==> src/rtl/jk_pkg.sv <==
// Shared types for the JK latch command driver: opcodes, FSM states and the
// buffered command record.
package jk_pkg;

  localparam int JK_CNT_W = 8;

  // Encoding matches {J,K} so an opcode can drive the latch inputs directly.
  typedef enum logic [1:0] {
    JK_HOLD = 2'b00,
    JK_CLR  = 2'b01,
    JK_SET  = 2'b10,
    JK_TOG  = 2'b11
  } jk_op_e;

  typedef enum logic [1:0] {
    ST_IDLE  = 2'b00,
    ST_SETUP = 2'b01,
    ST_PULSE = 2'b10,
    ST_GAP   = 2'b11
  } jk_drv_state_e;

  typedef struct packed {
    jk_op_e              op;
    logic [JK_CNT_W-1:0] len;
  } jk_cmd_t;

endpackage

==> src/rtl/jk_cmd_fifo.sv <==
// Small synchronous command FIFO with show-ahead read data; wrap detection uses
// one extra pointer bit so full and empty are distinguishable.
module jk_cmd_fifo #(
  parameter int DEPTH = 4,
  parameter int W     = 10
) (
  input  logic         clk,
  input  logic         reset,
  input  logic         push,
  input  logic [W-1:0] wdata,
  input  logic         pop,
  output logic [W-1:0] rdata,
  output logic         full,
  output logic         empty
);

  localparam int AW = $clog2(DEPTH);
  localparam logic [AW:0] PTR_ONE = {{AW{1'b0}}, 1'b1};

  logic [W-1:0] mem [DEPTH];
  logic [AW:0]  wr_ptr_reg;
  logic [AW:0]  rd_ptr_reg;
  logic         do_push;
  logic         do_pop;

  assign empty   = (wr_ptr_reg == rd_ptr_reg);
  assign full    = (wr_ptr_reg[AW] != rd_ptr_reg[AW]) &&
                   (wr_ptr_reg[AW-1:0] == rd_ptr_reg[AW-1:0]);
  assign do_push = push && !full;
  assign do_pop  = pop && !empty;
  assign rdata   = mem[rd_ptr_reg[AW-1:0]];

  always_ff @(posedge clk) begin
    if (do_push) begin
      mem[wr_ptr_reg[AW-1:0]] <= wdata;
    end
  end

  always_ff @(posedge clk or posedge reset) begin
    if (reset) begin
      wr_ptr_reg <= '0;
      rd_ptr_reg <= '0;
    end else begin
      if (do_push) wr_ptr_reg <= wr_ptr_reg + PTR_ONE;
      if (do_pop)  rd_ptr_reg <= rd_ptr_reg + PTR_ONE;
    end
  end

endmodule

==> src/rtl/jk_cmd_driver.sv <==
// Plays buffered {op, len} commands into a JK latch as enable pulses, keeping
// J/K stable for a full cycle on each side of every pulse.
module jk_cmd_driver
  import jk_pkg::*;
#(
  parameter int DEPTH = 4,
  parameter int CNT_W = JK_CNT_W
) (
  input  logic             clk,
  input  logic             reset,
  input  logic             cmd_valid,
  output logic             cmd_ready,
  input  logic [1:0]       cmd_op,
  input  logic [CNT_W-1:0] cmd_len,
  output logic             J,
  output logic             K,
  output logic             en,
  output logic             busy,
  output logic             done
);

  localparam int CMD_W = 2 + CNT_W;
  localparam logic [CNT_W-1:0] REM_ONE = {{(CNT_W-1){1'b0}}, 1'b1};

  jk_drv_state_e    state_reg, state_next;
  jk_op_e           op_reg, op_next;
  logic [CNT_W-1:0] rem_reg, rem_next;
  logic             j_reg, j_next;
  logic             k_reg, k_next;
  logic             en_reg, en_next;
  logic             done_reg, done_next;

  logic             fifo_push;
  logic             fifo_pop;
  logic             fifo_full;
  logic             fifo_empty;
  logic [CMD_W-1:0] fifo_rdata;
  jk_op_e           head_op;
  logic [CNT_W-1:0] head_len;
  logic             take;

  assign fifo_push = cmd_valid && !fifo_full;
  assign head_op   = jk_op_e'(fifo_rdata[CMD_W-1 -: 2]);
  assign head_len  = fifo_rdata[CNT_W-1:0];

  jk_cmd_fifo #(
    .DEPTH (DEPTH),
    .W     (CMD_W)
  ) u_fifo (
    .clk   (clk),
    .reset (reset),
    .push  (fifo_push),
    .wdata ({cmd_op, cmd_len}),
    .pop   (fifo_pop),
    .rdata (fifo_rdata),
    .full  (fifo_full),
    .empty (fifo_empty)
  );

  always_comb begin
    state_next = state_reg;
    op_next    = op_reg;
    rem_next   = rem_reg;
    j_next     = 1'b0;
    k_next     = 1'b0;
    en_next    = 1'b0;
    done_next  = 1'b0;
    fifo_pop   = 1'b0;
    take       = 1'b0;

    case (state_reg)
      ST_IDLE: take = !fifo_empty;
      ST_SETUP: begin
        state_next       = ST_PULSE;
        {j_next, k_next} = op_reg;
        en_next          = 1'b1;
        rem_next         = rem_reg - REM_ONE;
      end
      ST_PULSE: begin
        state_next       = ST_GAP;
        {j_next, k_next} = op_reg;
        done_next        = (rem_reg == '0);
      end
      ST_GAP: begin
        if (rem_reg != '0) begin
          state_next       = ST_PULSE;
          {j_next, k_next} = op_reg;
          en_next          = 1'b1;
          rem_next         = rem_reg - REM_ONE;
        end else begin
          state_next = ST_IDLE;
          take       = !fifo_empty;
        end
      end
      default: state_next = ST_IDLE;
    endcase

    // A zero-length command completes straight from IDLE without touching J/K.
    if (take) begin
      fifo_pop = 1'b1;
      op_next  = head_op;
      rem_next = head_len;
      if (head_len != '0) begin
        state_next       = ST_SETUP;
        {j_next, k_next} = head_op;
      end else begin
        state_next = ST_IDLE;
        done_next  = 1'b1;
      end
    end
  end

  always_ff @(posedge clk or posedge reset) begin
    if (reset) begin
      state_reg <= ST_IDLE;
      op_reg    <= JK_HOLD;
      rem_reg   <= '0;
      j_reg     <= 1'b0;
      k_reg     <= 1'b0;
      en_reg    <= 1'b0;
      done_reg  <= 1'b0;
    end else begin
      state_reg <= state_next;
      op_reg    <= op_next;
      rem_reg   <= rem_next;
      j_reg     <= j_next;
      k_reg     <= k_next;
      en_reg    <= en_next;
      done_reg  <= done_next;
    end
  end

  assign J         = j_reg;
  assign K         = k_reg;
  assign en        = en_reg;
  assign done      = done_reg;
  assign busy      = (state_reg != ST_IDLE) || !fifo_empty;
  assign cmd_ready = !fifo_full;

endmodule

==> config.mk <==
export PLATFORM = sky130hd
export DESIGN_NAME = jk_cmd_driver
export DESIGN_NICKNAME = d
export VERILOG_FILES = /design/src/rtl/jk_pkg.sv /design/src/rtl/jk_cmd_fifo.sv /design/src/rtl/jk_cmd_driver.sv
export SDC_FILE = /design/constraint.sdc
export NUM_CORES = 1
export LEC_CHECK = 0
export CAP_MARGIN = 5
export CORE_MARGIN = 1.5
export CORE_UTILIZATION = 60
export DETAILED_ROUTE_END_ITERATION = 12
export PLACE_DENSITY = 0.81
export RECOVER_POWER = 100
export SYNTH_ARGS = -nofsm -noshare
export SYNTH_HDL_FRONTEND = slang
export SYNTH_SLANG_ARGS = --single-unit
export TNS_END_PERCENT = 1
==> constraint.sdc <==
create_clock -name clk -period 4.55 [get_ports clk]
set_clock_uncertainty 0.2 [all_clocks]
set_input_delay 0.91 -clock clk [delete_from_list [all_inputs] [get_ports clk]]
set_output_delay 0.91 -clock clk [all_outputs]
set_load 0.01 [all_outputs]
Word level (Yosys, flattened, before mapping)
Memories as Yosys holds them, arrays and structs flattened.
Cells that the tools add are included.
Cells by class
  reduce and logical (&&, ||, !) cells: 16
  add/subtract/negate cells: 3
  mux-type cells: 25
  equality and inequality tests: 7
Operators with widths (number)
  $mux W8: 2
  $pmux W8 S2: 1
  $reduce_bool A8 Y1: 2
  $mux W1: 15
  $logic_not A8 Y1: 1
  $pmux W1 S2: 4
  $sub A8 B1 Y8 const B: 1
  $add A3 B1 Y3 const B: 2
  $pmux W2 S3: 1
  $eq A2 B2 Y1 const B: 2
  $logic_and A1 B1 Y1: 4
  $mux W2: 2
  $reduce_bool A4 Y1: 1
  $eq A3 B3 Y1: 1
  $ne A3 B3 Y1 const B: 1
  $reduce_bool A3 Y1: 1
  $eq A2 B1 Y1 const B: 1
  $eq A2 B2 Y1: 1
  $logic_not A1 Y1: 2
  $logic_not A2 Y1: 1
  $reduce_and A2 Y1: 1
  $reduce_bool A2 Y1: 1
  $reduce_or A2 Y1: 1
  $logic_or A1 B1 Y1: 1
  $ne A1 B1 Y1: 1
Word-level totals
  RAM bits: 40
  bits in registers: 22
  output and inout bits: 6
  input bits: 13
  word-level logic and storage cells: 61
  memories kept: 1
Memories
  u_fifo.mem: words 4, bits a word 10, read ports 1, clocked after Yosys merged registers in 0, wr ports 1, line jk_cmd_fifo.sv:20  | logic [W-1:0] mem [DEPTH];

Depth between registers and ports, before layout
Gate-level depths: netlist (run 1).
  word-level depth: 7
  depth in mapped cells: 7
  mapped depth without buffers: 6

Cells and area by module
From an unflattened synthesis (run 1), not the netlist that was laid out.
Unflattened totals
  cells, all modules: 203
  area, all modules: 2939.1 um^2
Modules (own cells, without submodules)
  jk_cmd_fifo: area each 1928.1 um^2, cells each 102, instances 1, sequential area each 1351.3 um^2
  jk_cmd_driver: area each 1011.0 um^2, cells each 101, instances 1, sequential area each 400.4 um^2

Worst setup path after synthesis (run 1)
Ideal clock, no wire load.
  path type: reg-to-reg
  start point: reg rem_reg[0]
  end point: reg op_reg[0]
  arrival: 1.889 ns
  slack: 2.336 ns
  clock period less this slack: 2.214 ns
  path buffers: 1
  stages on the path, launching flop included: 8
  cell sequence: dfrtp_1 > inv_1 > ha_1 > nor4b_2 > a31oi_1 > buf_2 > nor2_1 > mux2_2
Between the ends
  word-level cells in the longest chain between the ends: 3
Ends and longest elaborated chain
  start: declaration: line jk_cmd_driver.sv:27  | logic [CNT_W-1:0] rem_reg, rem_next;
  start signal: assignment: line jk_cmd_driver.sv:125  | rem_reg <= rem_next;
  $reduce_bool A8 Y1: line jk_cmd_driver.sv:85  | if (rem_reg != '0) begin
  $mux W1: line jk_cmd_driver.sv:85
  $pmux W1 S2: line jk_cmd_driver.sv:71  | case (state_reg)
  end signal: assignment: line jk_cmd_driver.sv:124  | op_reg <= op_next;
  end: declaration: line jk_cmd_driver.sv:26  | jk_op_e op_reg, op_next;
Every way passes these cells.
A chain may end at the register's enable or synchronous reset.

Final worst setup path (run 1)
  start point: reg u_fifo.rd_ptr_reg[0]
  end point: out busy
Between the ends
  word-level cells in the longest chain between the ends: 3
Ends and longest elaborated chain
  start: declaration: line jk_cmd_fifo.sv:22  | logic [AW:0] rd_ptr_reg;
  start signal: assignment: line jk_cmd_fifo.sv:45  | if (do_pop) rd_ptr_reg <= rd_ptr_reg + PTR_ONE;
  $eq A3 B3 Y1: line jk_cmd_fifo.sv:26  | assign empty = (wr_ptr_reg == rd_ptr_reg);
  $logic_not A1 Y1: line jk_cmd_driver.sv:137  | assign busy = (state_reg != ST_IDLE) || !fifo_empty;
  $logic_or A1 B1 Y1: line jk_cmd_driver.sv:137
  end: declaration: line jk_cmd_driver.sv:18  | output logic busy,
Every way passes these cells.

==> impl_metrics.json, run 1 <==
{
  "hold_depth": 1,
  "vias_per_cell": 5.985,
  "grt_antenna_before_repair": 0,
  "startpoint": "u_fifo.rd_ptr_reg[0]$_DFFE_PP0P_",
  "synth_most_common_cell": "edfxtp_1",
  "multi_input_area_um2": 983.4,
  "start_kind": "flop",
  "hold_violations": 0,
  "clockBufferDepth": 2,
  "pwr-share-seq": 0.426,
  "largest_reg_flops": 40,
  "hp-class": "reg -> reg",
  "wl_per_cell_um": 18.14,
  "dp.cells": 249,
  "maxCapViolCount": 0,
  "core-area_um2": 4444,
  "drive_gt1_frac": 0.1268,
  "ys_types": 41,
  "power.switching_w": 0.0007584,
  "register_area_um2": 1752,
  "drc_errors": 0,
  "routed_wl_mm": 4.806,
  "pwr-share-clk": 0.225,
  "end_kind": "output port",
  "dr.pass1.iters": 4,
  "die-area_um2": 5166,
  "netlist_instances": 184,
  "cts_setup_buffers": 0,
  "grt_max_degree": 23,
  "antenna_left": 0,
  "worst-r2r-cell-count": 6,
  "intPower_w": 0.001454,
  "hp-start": "u_fifo.wr_ptr_reg[2]$_DFFE_PP0P_",
  "yosys_warnings": 0,
  "hold_end": "u_fifo.wr_ptr_reg[2]$_DFFE_PP0P_",
  "regToRegSetupSlack_ps": 1400,
  "ys_ff_latch": 62,
  "final_cells": 265,
  "cts.sinks": 62,
  "first_global_vias": 1665,
  "cts_hold_buf": 0,
  "synthTopCellsByArea": "edfxtp_1 42%, dfrtp_1 19%, ha_1 4.8%",
  "ctsResizeCount": 0,
  "synthTopCellsByCount": "40 x edfxtp_1, 22 x dfrtp_1, 13 x inv_1",
  "tightest_slew_ps": 842.2,
  "power_leakage_nw": 1.216,
  "critical_path_arrival_ps": 2190,
  "grt_pass1_wl_mm": 8.148,
  "required_ps": 3440,
  "place_area_um2": 3048,
  "period_needed_ps": 3299,
  "fin_tns_setup_ps": 0,
  "netSwitchingFraction": 0.3427,
  "portBuffers": 18,
  "grt_overflow_total": 0,
  "gp_congestion": 0.9496,
  "synth.top_cell.area_share": 0.4220,
  "critical_path.max_fanout": 14,
  "syn_avg_cell_area_um2": 15.47,
  "critPathKind": "reg -> out",
  "r2r_start": "rem_reg[0]$_DFFE_PP0P_",
  "cts_tree": "yes",
  "first_iter_violations": 106,
  "dr_total_vias": 1586,
  "synthArstFlopShare": 0.3548,
  "fmax_ghz": 0.3031,
  "outcome": "completed",
  "row_count": 24,
  "htreeDepth": 3,
  "grt_usage": 0.2182,
  "fin_nets": 232,
  "grt_setup_unrepaired": "false",
  "pin_count": 19,
  "slew_viol_final": 0,
  "peakVddDrop_uv": 366.8,
  "cts_root_buf": "clkbuf_8",
  "die_h_um": 71.88,
  "setup_ws_ps": 1251,
  "synth_nets": 208,
  "initial_utilization": 0.6405,
  "r2r-end": "rem_reg[1]$_DFFE_PP0P_",
  "combPwrFrac": 0.349,
  "insertion_delay_ps": 330,
  "ys_seq_area_frac": 0.6154,
  "dp_hpwl_mm": 3.448,
  "dpl_worst_slack_ps": 1564,
  "n_antenna_cell": 0,
  "setup_viol": 0,
  "die_x_um": 71.88,
  "yosysTopAreaCell": "edfxtp_1",
  "ys.flop_type": "edfxtp_1",
  "final_cell_area_um2": 3242,
  "netlist_area_um2": 2846,
  "synth_edf_count": 40,
  "power_density_nw_per_um2": 682.5,
  "maxSlewHeadroom": 0.4359,
  "nFillCells": 286,
  "numCtsBuffers": 9,
  "period_share": 0.7251,
  "clk_pin_slew_ps": 60,
  "area_growth_pct": 13.89
}
## power by group through the flow
| stage | sequential (W) | combinational (W) | clock [W] |
|---|---|---|---|
| floorplan | 0.000887 | 0.000655 | 0 |
| global placement | 0.000944 | 0.000758 | 0 |
| detailed placement | 0.000956 | 0.000784 | 0 |
| CTS | 0.000945 | 0.000790 | 0.000505 |
| global route | 0.000970 | 0.000863 | 0.000529 |
| finish | 0.000943 | 0.000772 | 0.000497 |
## worst max-delay path, cell delays in order, from the launching register on
cell and delay [ps]:
dfrtp_1 820, xor2_1 180, nor3_1 180, nand2_1 80, dlygate4sd3_1 600
## metrics by stage
stage,total power [W],utilization,hold slack (ps)
after global placement,0.001702,0.6858,275.8
after floorplan,0.001542,-,260.4
after CTS,0.002241,0.7320,297.5
after global routing,0.002363,0.7294,314.8
final,0.002213,0.7294,293.5
after detailed placement,0.001740,0.6858,287.5
## kinds of logic (layout without fill, tap and decap cells)
group	Yosys count	in the layout	synth area share
DFF	62	62	0.6154
and+or+nand+nor	35	35	0.08044
AOI/OAI and AO/OA	25	25	0.06110
buffers and inverters	19	48	0.03517
muxes	18	18	0.1165
xor gates and xnor gates	14	14	0.04308
adders and majority gates	11	11	0.04835
## how the worst max path moves through the flow
stage	cells past startpoint	end	slack, ps
finish	4	busy	1250
global route	4	busy	1060
CTS	4	busy	1340
detailed placement	4	u_fifo.mem[3][6]$_DFFE_PP_	1560
global placement	4	u_fifo.mem[3][2]$_DFFE_PP_	1680
floorplan	7	op_reg[0]$_DFFE_PP0P_	2340
## layout make-up
type,instances,area share
clock inverters,5,0.02277
multi-input cells,103,0.3034
flip-flops and latches,62,0.5403
clock buffers,11,0.04052
repair buffers,19,0.05789
inverters,13,0.01505
well taps,52,0.02007
## layer usage
layer,global-route usage,vias up,share of wire
li1,-,748,-
met5,0,-,0
met3,0.06470,12,0.038
met1,0.2754,789,0.43
met2,0.3580,37,0.51
met4,0.08595,0,0.021
## layout by cell type (no fill, tap or decap), drive strengths merged, types with 2 or more instances in the layout
cell type / n
ha: 11
nor3: 10
nand2b: 2
o31ai: 3
o21ai: 2
clkbuf: 11
bufinv: 2
a21oi: 6
and2: 5
nor2: 4
inv: 13
a31oi: 5
edfxtp: 40
xnor2: 7
a211oi: 4
mux4: 10
mux2i: 2
dfrtp: 22
or2: 3
clkinv: 3
dlygate4sd3: 17
xor2: 7
mux2: 6
nor4: 2
nand2: 2
(Power assumes the default switching activity.)
==> run 2: changes to the inputs <==
- CORE_UTILIZATION: 60 -> 52
- PLACE_DENSITY: 0.81 -> 0.74
- clock period: 4.55 -> 2.93 ns (I/O delays scaled with it)
==> impl_metrics.json, run 2 (synthesis gave the netlist of run 1 again) <==
{
  "cp_slowest_stage_delay_ps": 650,
  "grt_max_degree": 23,
  "start_kind": "flop",
  "vias_per_cell": 5.462,
  "pin_count": 19,
  "pwr-share-clk": 0.209,
  "critical_path_arrival_ps": 1920,
  "initial_utilization": 0.5469,
  "place_area_um2": 3123,
  "slew_viol_final": 0,
  "grt_overflow_total": 0,
  "ctsResizeCount": 0,
  "power.switching_w": 0.001164,
  "period_share": 0.9235,
  "netSwitchingFraction": 0.3462,
  "final_cell_area_um2": 3274,
  "cp_num_buf_inv": 1,
  "numCtsBuffers": 9,
  "holdWs_ps": 287.5,
  "dr.pass1.iters": 4,
  "first_global_vias": 1627,
  "setup_viol": 0,
  "row_count": 26,
  "clk_pin_slew_ps": 60,
  "wl_per_cell_um": 16.72,
  "n_antenna_cell": 0,
  "grt_setup_unrepaired": "false",
  "layout_common_cells": "40 x edfxtp_1, 22 x dfrtp_1, 16 x dlygate4sd3_1, 13 x inv_1, 11 x ha_1",
  "cts.sinks": 62,
  "grt_usage": 0.1897,
  "hold_violations": 0,
  "dr_total_vias": 1584,
  "nFillCells": 405,
  "clockBufferDepth": 2,
  "antenna_left": 0,
  "cts_tree": "yes",
  "mostFrequentLayoutCell": "edfxtp_1",
  "dpl_worst_slack_ps": 341.0,
  "grt_pass1_wl_mm": 8.245,
  "htreeDepth": 3,
  "drive_gt1_frac": 0.1364,
  "crit_chain": "xnor2_1 > nand3_1 > dlygate4sd3_1",
  "maxCapViolCount": 0,
  "insertion_delay_ps": 340,
  "cpLargestDelayFamily": "flip-flops",
  "power_density_nw_per_um2": 1027,
  "setup_ws_ps": 224.1,
  "combPwrFrac": 0.360,
  "power_leakage_nw": 1.227,
  "die-area_um2": 5927,
  "core-area_um2": 5205,
  "crit_path_top_delay_cell": "dfrtp_1",
  "area_growth_pct": 15.03,
  "cts_root_buf": "clkbuf_8",
  "drc_errors": 0,
  "maxSlewHeadroom": 0.2197,
  "critical_path.max_fanout": 11,
  "grt_antenna_before_repair": 0,
  "fmax_ghz": 0.3696,
  "end_kind": "output port",
  "die_h_um": 76.99,
  "cts_hold_buf": 0,
  "gp_congestion": 0.8140,
  "dp_hpwl_mm": 3.645,
  "hp-class": "reg -> reg",
  "intPower_w": 0.002198,
  "finalPower_w": 0.003362,
  "tightest_slew_ps": 1170,
  "die_x_um": 76.99,
  "critPathKind": "reg -> out",
  "cts_setup_buffers": 0,
  "portBuffers": 18,
  "pwr-share-seq": 0.431,
  "period_needed_ps": 2706,
  "outcome": "completed",
  "required_ps": 2140,
  "first_iter_violations": 68,
  "peakVddDrop_uv": 626.7,
  "largest_reg_flops": 40,
  "fin_tns_setup_ps": 0,
  "routed_wl_mm": 4.849,
  "fin_nets": 239
}
run 2: cell count changes in the layout (fill, tap and decap cells not counted):
cell and delta:
clkdlybuf4s50_1 +1, nor4_2 -1, clkinvlp_4 +1, nor4_1 +1, dlygate4sd3_1 -1, buf_4 +3, bufinv_16 -1, clkbuf_1 +4
clkbuf_2 +1, clkinv_1 -1
run 2: power groups by stage:
| stage | combinational, W | clock, W | sequential, W |
|---|---|---|---|
| floorplan | 0.00102 | 0 | 0.00138 |
| global placement | 0.00122 | 0 | 0.00146 |
| detailed placement | 0.00126 | 0 | 0.00147 |
| CTS | 0.00127 | 0.000713 | 0.00146 |
| global route | 0.00135 | 0.000759 | 0.00149 |
| finish | 0.00121 | 0.000701 | 0.00145 |
run 2: layout make-up:
cell class                 count  area, um2  area share
inverter                      13      48.80     0.01490
tap                           70      87.58     0.02675
timing repair buffer          26      226.5     0.06916
sequential                    62       1752      0.5350
clock buffer                  12      135.1     0.04127
clock inverter                 4      47.55     0.01452
multi-input combinational    103      977.2      0.2984
run 2: final timing paths:
kind | cells past startpoint | slack (ps) | end | startpoint
min in group asynchronous | 3 | 860 | rem_reg[5]$_DFFE_PP0P_ | reset
worst min register to register | 1 | 290 | u_fifo.wr_ptr_reg[2]$_DFFE_PP0P_ | u_fifo.wr_ptr_reg[2]$_DFFE_PP0P_
max in group asynchronous | 3 | 970 | u_fifo.wr_ptr_reg[2]$_DFFE_PP0P_ | reset
worst max-delay path | 3 | 220 | cmd_ready | u_fifo.rd_ptr_reg[0]$_DFFE_PP0P_
worst max register to register | 8 | 350 | u_fifo.rd_ptr_reg[0]$_DFFE_PP0P_ | rem_reg[0]$_DFFE_PP0P_
worst min-delay path | 1 | 290 | u_fifo.wr_ptr_reg[2]$_DFFE_PP0P_ | u_fifo.wr_ptr_reg[2]$_DFFE_PP0P_
run 2: metrics by stage:
stage	util	cells
2_1_floorplan	-	184
3_3_place_gp	0.6000	274
3_5_place_dp	0.6000	274
4_1_cts	0.6351	290
5_1_grt	0.6291	290
6_report	0.6291	290
run 2: per-layer routing:
| layer | routed length, um | global-route usage | part of all wire | vias to the layer above |
|---|---|---|---|---|
| met3 | 192 | 0.06667 | 0.040 | 14 |
| met5 | 0 | 0 | 0 | - |
| li1 | - | - | - | 767 |
| met4 | 125 | 0.08000 | 0.026 | 0 |
| met1 | 2178 | 0.2490 | 0.45 | 774 |
| met2 | 2354 | 0.2885 | 0.49 | 29 |
